$ cat src/rtl/cv_clk_pkg.sv
// rtl/cv_clk_pkg.sv - shared types, phase constants and helpers for the clock-enable scheduler
package cv_clk_pkg;

  typedef logic [1:0] cv_phase_t;
  typedef logic [7:0] cv_wait_cnt_t;

  localparam cv_phase_t PHASE_P      = 2'd0;
  localparam cv_phase_t PHASE_N      = 2'd2;
  localparam cv_phase_t PHASE_RELOAD = 2'd2;

  typedef enum logic {
    ST_RUN   = 1'b0,
    ST_STALL = 1'b1
  } cv_stall_st_t;

  // Phase runs 0 -> 2 -> 1 -> 0 so the n slot lands one en10 after the p slot.
  function automatic cv_phase_t next_phase(input cv_phase_t p);
    return (p == PHASE_P) ? PHASE_RELOAD : p - 2'd1;
  endfunction

endpackage

$ cat src/rtl/cv_frac_div.sv
// rtl/cv_frac_div.sv - NUM_P/DEN_P fractional accumulator producing the 10.74 MHz enable
module cv_frac_div #(
  parameter int unsigned NUM_P = 1,
  parameter int unsigned DEN_P = 4,
  parameter int unsigned ACC_W = 8
) (
  input  logic clk_i,
  input  logic reset_i,
  input  logic hold_i,
  output logic en_o
);

  logic [ACC_W-1:0] r_acc;
  logic [ACC_W-1:0] w_sum;
  logic             w_wrap;

  assign w_sum  = r_acc + ACC_W'(NUM_P);
  assign w_wrap = (w_sum >= ACC_W'(DEN_P));
  assign en_o   = w_wrap & ~hold_i;

  always_ff @(posedge clk_i or posedge reset_i) begin
    if (reset_i) begin
      r_acc <= '0;
    end else if (!hold_i) begin
      r_acc <= w_wrap ? (w_sum - ACC_W'(DEN_P)) : w_sum;
    end
  end

endmodule

$ cat src/rtl/cv_clken_sched.sv
// rtl/cv_clken_sched.sv - 10.74/3.58 MHz enable scheduler with stallable CPU p/n enables
// Optional CV_TURBO_EN adds turbo_i for a 5.37 MHz CPU enable pattern.
module cv_clken_sched
  import cv_clk_pkg::*;
#(
  parameter int unsigned NUM_P    = 1,
  parameter int unsigned DEN_P    = 4,
  parameter int unsigned ACC_W    = 8,
  parameter int unsigned WAIT_MAX = 255
) (
  input  logic clk_i,
  input  logic reset_i,
  input  logic pause_i,
  input  logic wait_req_i,
`ifdef CV_TURBO_EN
  input  logic turbo_i,
`endif
  output logic clk_en_10m7_o,
  output logic clk_en_3m58_p_o,
  output logic clk_en_3m58_n_o,
  output logic cpu_en_p_o,
  output logic cpu_en_n_o,
  output logic stall_o,
  output logic wait_timeout_o
);

  localparam cv_wait_cnt_t WAIT_CNT = cv_wait_cnt_t'(WAIT_MAX);

  logic         w_en10;
  logic         w_p3;
  logic         w_n3;
  logic         w_cpu_p_slot;
  logic         w_cpu_n_slot;
  logic         w_pass;
  logic         w_timeout;
  cv_phase_t    r_phase;
  cv_stall_st_t r_state;
  cv_stall_st_t w_state_nxt;
  cv_wait_cnt_t r_timer;
  cv_wait_cnt_t w_timer_nxt;

  cv_frac_div #(
    .NUM_P(NUM_P),
    .DEN_P(DEN_P),
    .ACC_W(ACC_W)
  ) u_frac_div (
    .clk_i  (clk_i),
    .reset_i(reset_i),
    .hold_i (pause_i),
    .en_o   (w_en10)
  );

  always_ff @(posedge clk_i or posedge reset_i) begin
    if (reset_i) begin
      r_phase <= PHASE_P;
    end else if (w_en10) begin
      r_phase <= next_phase(r_phase);
    end
  end

  assign w_p3 = w_en10 & (r_phase == PHASE_P);
  assign w_n3 = w_en10 & (r_phase == PHASE_N);

`ifdef CV_TURBO_EN
  logic r_turbo_q;
  logic r_tog;

  // Mode is only swapped on a 3.58 MHz p slot; the toggle restarts so turbo begins on a p slot.
  always_ff @(posedge clk_i or posedge reset_i) begin
    if (reset_i) begin
      r_turbo_q <= 1'b0;
      r_tog     <= 1'b0;
    end else if (w_p3 && (turbo_i != r_turbo_q)) begin
      r_turbo_q <= turbo_i;
      r_tog     <= 1'b0;
    end else if (r_turbo_q && w_en10) begin
      r_tog     <= ~r_tog;
    end
  end

  assign w_cpu_p_slot = r_turbo_q ? (w_en10 & ~r_tog) : w_p3;
  assign w_cpu_n_slot = r_turbo_q ? (w_en10 &  r_tog) : w_n3;
`else
  assign w_cpu_p_slot = w_p3;
  assign w_cpu_n_slot = w_n3;
`endif

  always_ff @(posedge clk_i or posedge reset_i) begin
    if (reset_i) begin
      r_state <= ST_RUN;
      r_timer <= '0;
    end else begin
      r_state <= w_state_nxt;
      r_timer <= w_timer_nxt;
    end
  end

  // Wait requests are sampled only on CPU p slots; a release lets that same p slot through.
  always_comb begin
    w_state_nxt = r_state;
    w_timer_nxt = r_timer;
    w_pass      = 1'b1;
    w_timeout   = 1'b0;
    if (w_cpu_p_slot) begin
      if (r_state == ST_RUN) begin
        if (wait_req_i) begin
          w_state_nxt = ST_STALL;
          w_timer_nxt = 8'd1;
          w_pass      = 1'b0;
        end
      end else if (!wait_req_i) begin
        w_state_nxt = ST_RUN;
      end else if (r_timer == WAIT_CNT) begin
        w_state_nxt = ST_RUN;
        w_timeout   = 1'b1;
      end else begin
        w_pass = 1'b0;
        if (r_timer != 8'hFF) begin
          w_timer_nxt = r_timer + 8'd1;
        end
      end
    end
  end

  assign clk_en_10m7_o   = w_en10;
  assign clk_en_3m58_p_o = w_p3;
  assign clk_en_3m58_n_o = w_n3;
  assign cpu_en_p_o      = w_cpu_p_slot & w_pass;
  assign cpu_en_n_o      = w_cpu_n_slot & (r_state == ST_RUN);
  assign stall_o         = (r_state == ST_STALL);
  assign wait_timeout_o  = w_timeout;

endmodule

$ cat config.mk
export PLATFORM = sky130hd
export DESIGN_NAME = cv_clken_sched
export DESIGN_NICKNAME = d
export VERILOG_FILES = /design/src/rtl/cv_clk_pkg.sv /design/src/rtl/cv_frac_div.sv /design/src/rtl/cv_clken_sched.sv
export SDC_FILE = /design/constraint.sdc
export NUM_CORES = 1
export LEC_CHECK = 0
export BUFFER_PORTS_ARGS = -buffer_cell sky130_fd_sc_hd__buf_2
export CAP_MARGIN = 20
export CORE_AREA = 5 5 57 59
export CTS_CLUSTER_SIZE = 25
export DETAILED_ROUTE_END_ITERATION = 7
export DIE_AREA = 0 0 62 64
export GPL_TIMING_DRIVEN = 0
export MAX_ROUTING_LAYER = met4
export PLACE_DENSITY = 0.76
export SYNTH_ARGS = -nofsm -noshare
export SYNTH_HDL_FRONTEND = slang
export SYNTH_SLANG_ARGS = --single-unit
$ cat constraint.sdc
create_clock -name clk_i -period 3.2 [get_ports clk_i]
set_input_delay 0.64 -clock clk_i [delete_from_list [all_inputs] [get_ports clk_i]]
set_output_delay 0.64 -clock clk_i [all_outputs]
set_load 0.02 [all_outputs]
Yosys cells after proc, flatten, opt, wreduce, memory -nomap -nowiden
Index checks and enable logic that the tools add are counted. Widths: inputs -> output; s select.

Register bits: 19. Input port bits: 4. Output and inout bits: 7. Word-level logic and storage cells: 42.

Add/subtract/negate cells: 4. Order comparisons: 1. Equality and inequality tests: 5. Muxes and demuxes: 19. Bitwise logic cells: 7. Reduce and logical (&&, ||, !) cells: 2.

Operators by type and width (number): $mux 8 (6); $add 8x1->8 const B (2); $mux 1 (12); $eq 8x8->1 const B (1); $ge 8x3->1 const B (1); $ne 8x8->1 const B (1); $sub 8x3->8 const B (1); $and 1x1->1 (5); $reduce_and 4->1 (1); $eq 2x2->1 const B (1); $logic_not 2->1 (1); $mux 2 (1); $ne 2x1->1 const B (1); $ne 2x2->1 const B (1); $not 1->1 (2); $sub 2x1->2 const B (1).

Depth between registers and ports, before layout
Depth in word-level cells: 6. Depth in mapped cells: 11. Mapped depth without buffers: 10.

Modules after synthesis
Synthesis repeated with hierarchy kept, for this count alone.

Cells, all modules: 150. Area total of the unflattened synthesis: 1357.6 um2.

Modules (own cells, without submodules): cv_frac_div (times used 1, cells each 79, area an instance 719.4 um2, seq. area each 200.2 um2); cv_clken_sched (times used 1, cells each 71, area an instance 638.1 um2, seq. area each 275.3 um2).

Worst setup path before layout
OpenSTA, ideal clock, no wires.

Path type: register to output. Start point: register u_frac_div.r_acc[0]. End point: output cpu_en_n_o. Data arrival time: 2.926 ns. Required time: 2.560 ns. Setup slack: -0.366 ns. Cell stages (with the launch flop): 12. Buffers on the path: 2. Path through: dfrtp_1 ha_1 buf_6 xor2_1 inv_1 ha_1 and2_1 mux2i_1 nor3_4 buf_6 nor3b_1 nor2b_1.

Cells in the longest elaborated chain, start to end: 5.

RTL lines: start, declared (RTL line cv_frac_div.sv:13) `logic [ACC_W-1:0] r_acc;`; start signal, assigned (RTL line cv_frac_div.sv:25) `r_acc <= w_wrap ? (w_sum - ACC_W'(DEN_P)) : w_sum;`; $add 8x1->8 (RTL line cv_frac_div.sv:17) `assign w_sum = r_acc + ACC_W'(NUM_P);`; $ge 8x3->1 (RTL line cv_frac_div.sv:18) `assign w_wrap = (w_sum >= ACC_W'(DEN_P));`; $and 1x1->1 (RTL line cv_frac_div.sv:19) `assign en_o = w_wrap & ~hold_i;`; $and 1x1->1 (RTL line cv_clken_sched.sv:62) `assign w_n3 = w_en10 & (r_phase == PHASE_N);`; net clk_en_3m58_n_o (RTL line cv_clken_sched.sv:20) `output logic clk_en_3m58_n_o,`; $and 1x1->1 (RTL line cv_clken_sched.sv:129) `assign cpu_en_n_o = w_cpu_n_slot & (r_state == ST_RUN);`; end, declared (RTL line cv_clken_sched.sv:22) `output logic cpu_en_n_o,`.

The timed path passes the listed nets, and every way through them passes these cells.

Final worst setup path
Start point: register u_frac_div.r_acc[1]. End point: output cpu_en_n_o.

Cells in the longest elaborated chain, start to end: 5.

RTL lines (RTL line): $add 8x1->8 (cv_frac_div.sv:17); $ge 8x3->1 (cv_frac_div.sv:18); $and 1x1->1 (cv_frac_div.sv:19); $and 1x1->1 (cv_clken_sched.sv:62); $and 1x1->1 (cv_clken_sched.sv:129).

Every way passes these cells.

==> impl_summary.md <==
Layout
Relative to the synthesized area, the layout overhead comes to 23.6%. Leaving out fill and tap cells, the most frequent cell in the layout is sky130_fd_sc_hd__dfrtp_1. 0 antenna diodes ended up in the layout. The net count reported at finish is roughly 210. Cells fill 70.2% of the core in the end. After the flow finishes, the layout carries non-filler instances totaling 227. Cells with a size suffix above 1 make up 31.6% of the layout. In the layout the commonest cells are sky130_fd_sc_hd__dfrtp_1, sky130_fd_sc_hd__nand2_1, sky130_fd_sc_hd__buf_4.

Floorplanning
The die is 64 µm tall. The floorplan die area is between 0.003 and 0.004 mm². The number of core rows is 19.

Measured along the x axis, the die boundary spans slightly above 60 µm. The placeable core region is between 0.002 and 0.003 mm². For this configuration, the core starts out at a cell density of 56.8%. 11 I/O pins were placed.

Power and ir drop
The share of power burned in combinational logic is about two thirds. The fraction of power consumed by sequential logic is between 20 and 30%. The net switching power is 797 µW. Cell internal power was estimated by the tool at 885 µW. The standby leakage power is 0.000756 µW.

The clock network is responsible for about 7.5% of the overall power. For this design the ratio of total power to cell area is 901 mW/mm². Net switching is 47.4% of the power. IR analysis of the VDD net gives a maximum drop of 0.00108 V.

Detailed routing
The per-cell routed wire length is 16.1 µm. The routed design has 3.64 mm of wire. The count of unresolved DRC violations after routing is 0.

The first-pass iteration count of the detailed router is 6. The post-detailed-route count of antenna-violating nets is 0. The number of DRC violations after detailed-routing iteration 0 is 56. The vias after detailed routing is between 1k and 1.5k. The average vias per placed instance is 6.11.

Clock tree
The number of levels the H-tree was split into is 1. The total number of clock tree sinks is 19. Clock-pin slew was measured on the worst setup and hold paths at ~0.12 ns. The TritonCTS buffer count is 3.

The deepest clock path buffer count is 2. CTS placed an instance of sky130_fd_sc_hd__clkbuf_4 at the clock tree root. Buffers inserted to repair hold after CTS numbered 0.

The later pin in the worst-skew pair is clocked with a latency of 0.31 ns. TritonCTS built the clock tree.

Place
The routability congestion estimate from global placement is ~0.87. The worst slack at placement is -0.00712 ns. The final HPWL from detailed placement is 2.47 mm. The instance count after placement with tap cells included is 211. Buffers placed on the I/O ports in this run total 10.

Global route
Global routing used 19.9% of the available tracks. The remaining global-route overflow is 0. Entering global routing, the biggest net connects 20 pins. The global-route wire length before repair is 5.93 mm. The via count of the first global-routing pass is 1415. The number of antenna violations at the first check in global routing came to 0.

Critical path
In this run the critical register-to-register path is captured at u_frac_div.r_acc[3]$_DFFE_PP0N_. At the worst endpoint, the required time is between 2 and 3 ns. The launch point of the critical path is u_frac_div.r_acc[1]$_DFFE_PP0N_. The worst reg2reg path depth is 10. The internal reg-to-reg setup slack is 0.83 ns. The end point of the critical path is cpu_en_n_o. The peak fanout along the critical path is 8. The worst register-to-register path begins at u_frac_div.r_acc[1]$_DFFE_PP0N_.

STA classifies the critical path endpoint as an output port. At the worst endpoint, the arrival time is ~2.5 ns. STA classifies the critical path startpoint as a flop. The worst setup path is of the reg2out kind.

STA
The clock arrives with 0.0136 ns of skew. The final setup violation count is 0. The final cycle utilization of the critical path is between 90% and 100%. Timing would allow up to 322 MHz. The smallest clock period supported by the final layout is computed as a little over 3 ns. The headroom to the max-slew limit is 50.2%. The final count of pins violating max slew is 0. The hold violation count in the final report is 0.

The final setup TNS is 0 ns. The worst path meets setup with ~0.095 ns of slack. The actual slew at the worst max-slew pin is ~0.75 ns.

Logic synthesis
The synthesized area per cell is 8.89 µm². The Yosys step of the flow raised 0 warnings. In this run, synthesis produced a sequential element count of 19. Synthesis produced a netlist with a net count of 181. The most used flip-flop cell after synthesis is sky130_fd_sc_hd__dfrtp_1. The unique cell type count in the Yosys netlist is 48. Of the synthesized area, sequential elements account for between 30% and 40%. The mapped netlist covers approximately 0.0015 mm². Synthesis produced a netlist whose cell count is 170.

The number of enable-type register cells in the synthesized netlist is 0. After synthesis, the share of flip-flops with an asynchronous set or reset is 100%.

Run status
The run finished with clean final reports.

Run
The max-capacitance violation count is 0.

Hold path
The path category of the worst min-delay check is in2async.
## cells by family after synthesis
| family | count (synthesis) | share of synthesized area, % |
|---|---|---|
| adders and majority gates | 7 | 5.79 |
| buffers and inverters | 18 | 6.62 |
| AOI/OAI and AO/OA | 41 | 21.6 |
| muxes | 6 | 4.22 |
| and+or+nand+nor | 72 | 26.2 |
| DFF | 19 | 31.5 |
| xor gates and xnor gates | 7 | 4.06 |
## stage by stage
step	total power (µW)	hold WS, ns	area [µm²]
after floorplan	1090	0.466	1520
after global placement	1230	0.491	1610
after detailed placement	1280	0.496	1610
after CTS	1550	0.459	1750
after global routing	1810	0.506	1870
final	1680	0.434	1870
## synth_stat cells, types with 3 or more instances
master	instances	share of area, %
sky130_fd_sc_hd__a21o_1	3	1.5
sky130_fd_sc_hd__a21oi_1	6	2.0
sky130_fd_sc_hd__buf_6	3	2.2
sky130_fd_sc_hd__clkbuf_1	4	0.99
sky130_fd_sc_hd__dfrtp_1	19	31
sky130_fd_sc_hd__ha_1	7	5.8
sky130_fd_sc_hd__inv_1	6	1.5
sky130_fd_sc_hd__mux2_2	3	2.2
sky130_fd_sc_hd__mux2i_1	3	2.0
sky130_fd_sc_hd__nand2_1	18	4.5
sky130_fd_sc_hd__nand2b_1	3	1.2
sky130_fd_sc_hd__nand3_1	11	3.6
sky130_fd_sc_hd__nor2_1	8	2.0
sky130_fd_sc_hd__nor2b_1	4	1.7
sky130_fd_sc_hd__nor3_1	7	2.3
sky130_fd_sc_hd__nor4_1	4	1.7
sky130_fd_sc_hd__o211ai_1	3	1.5
sky130_fd_sc_hd__o21ai_0	10	3.3
sky130_fd_sc_hd__o31ai_1	6	3.0
sky130_fd_sc_hd__or2_2	3	1.2
sky130_fd_sc_hd__xor2_1	5	2.9
## routing by layer
metal	part of all wire (%)	global-route usage [%]
met4	1.8	9.55
met5	0	-
met3	4.0	2.41
met1	42	22.0
met2	52	34.1
## how the worst min path moves through the flow
stage                                       from                     end  slack, ns
after floorplan           r_timer[5]$_DFFE_PP0P_  r_timer[5]$_DFFE_PP0P_       0.47
after global placement    r_phase[0]$_DFFE_PP0N_  r_phase[0]$_DFFE_PP0N_       0.49
after detailed placement  r_phase[0]$_DFFE_PP0N_  r_phase[0]$_DFFE_PP0N_       0.50
after CTS                                reset_i  r_timer[5]$_DFFE_PP0P_       0.46
after global routing                     reset_i  r_timer[3]$_DFFE_PP0P_       0.51
final                                    reset_i  r_timer[5]$_DFFE_PP0P_       0.43
## cell type report
type / instances / area (µm²)
plain buffers: 10 / 66.3
flip-flops and latches: 19 / 475
fillers: 201 / 795
well taps: 31 / 38.8
clock buffers: 4 / 26.3
multi-input cells: 133 / 1070
repair buffers: 23 / 164
inverters: 7 / 26.3
## sequential cells by signal (all words and copies together) (netlist names)
| register | count |
|---|---|
| r_phase | 2 |
| r_timer | 8 |
| stall_o | 1 |
| u_frac_div.r_acc | 8 |
## critical path, cell delays in order (launching register included)
cell and delay [ns]:
sky130_fd_sc_hd__dfrtp_1 0.44, sky130_fd_sc_hd__ha_4 0.22, sky130_fd_sc_hd__and3_4 0.18, sky130_fd_sc_hd__buf_6 0.13, sky130_fd_sc_hd__and3_4 0.20, sky130_fd_sc_hd__a31oi_4 0.27
sky130_fd_sc_hd__nor3_4 0.09, sky130_fd_sc_hd__buf_6 0.14, sky130_fd_sc_hd__nor3b_4 0.20, sky130_fd_sc_hd__nor2b_4 0.17, sky130_fd_sc_hd__buf_6 0.12
## power groups by stage
stage / registers, µW / logic, µW / clock network, µW
3_3_place_gp: 420 / 815 / 0
6_report: 426 / 1130 / 127
3_5_place_dp: 427 / 848 / 0
5_1_grt: 441 / 1230 / 141
4_1_cts: 417 / 1010 / 128
2_1_floorplan: 413 / 682 / 0
## repair_timing
action | CTS | global route
pin swaps | 4 | 8
setup endpoints to repair | 6 | 5
buffers inserted | 6 | 7
gates resized for setup | 13 | 15
hold endpoints to repair | 0 | 0
Note: power is estimated with default switching activity, not from simulation.
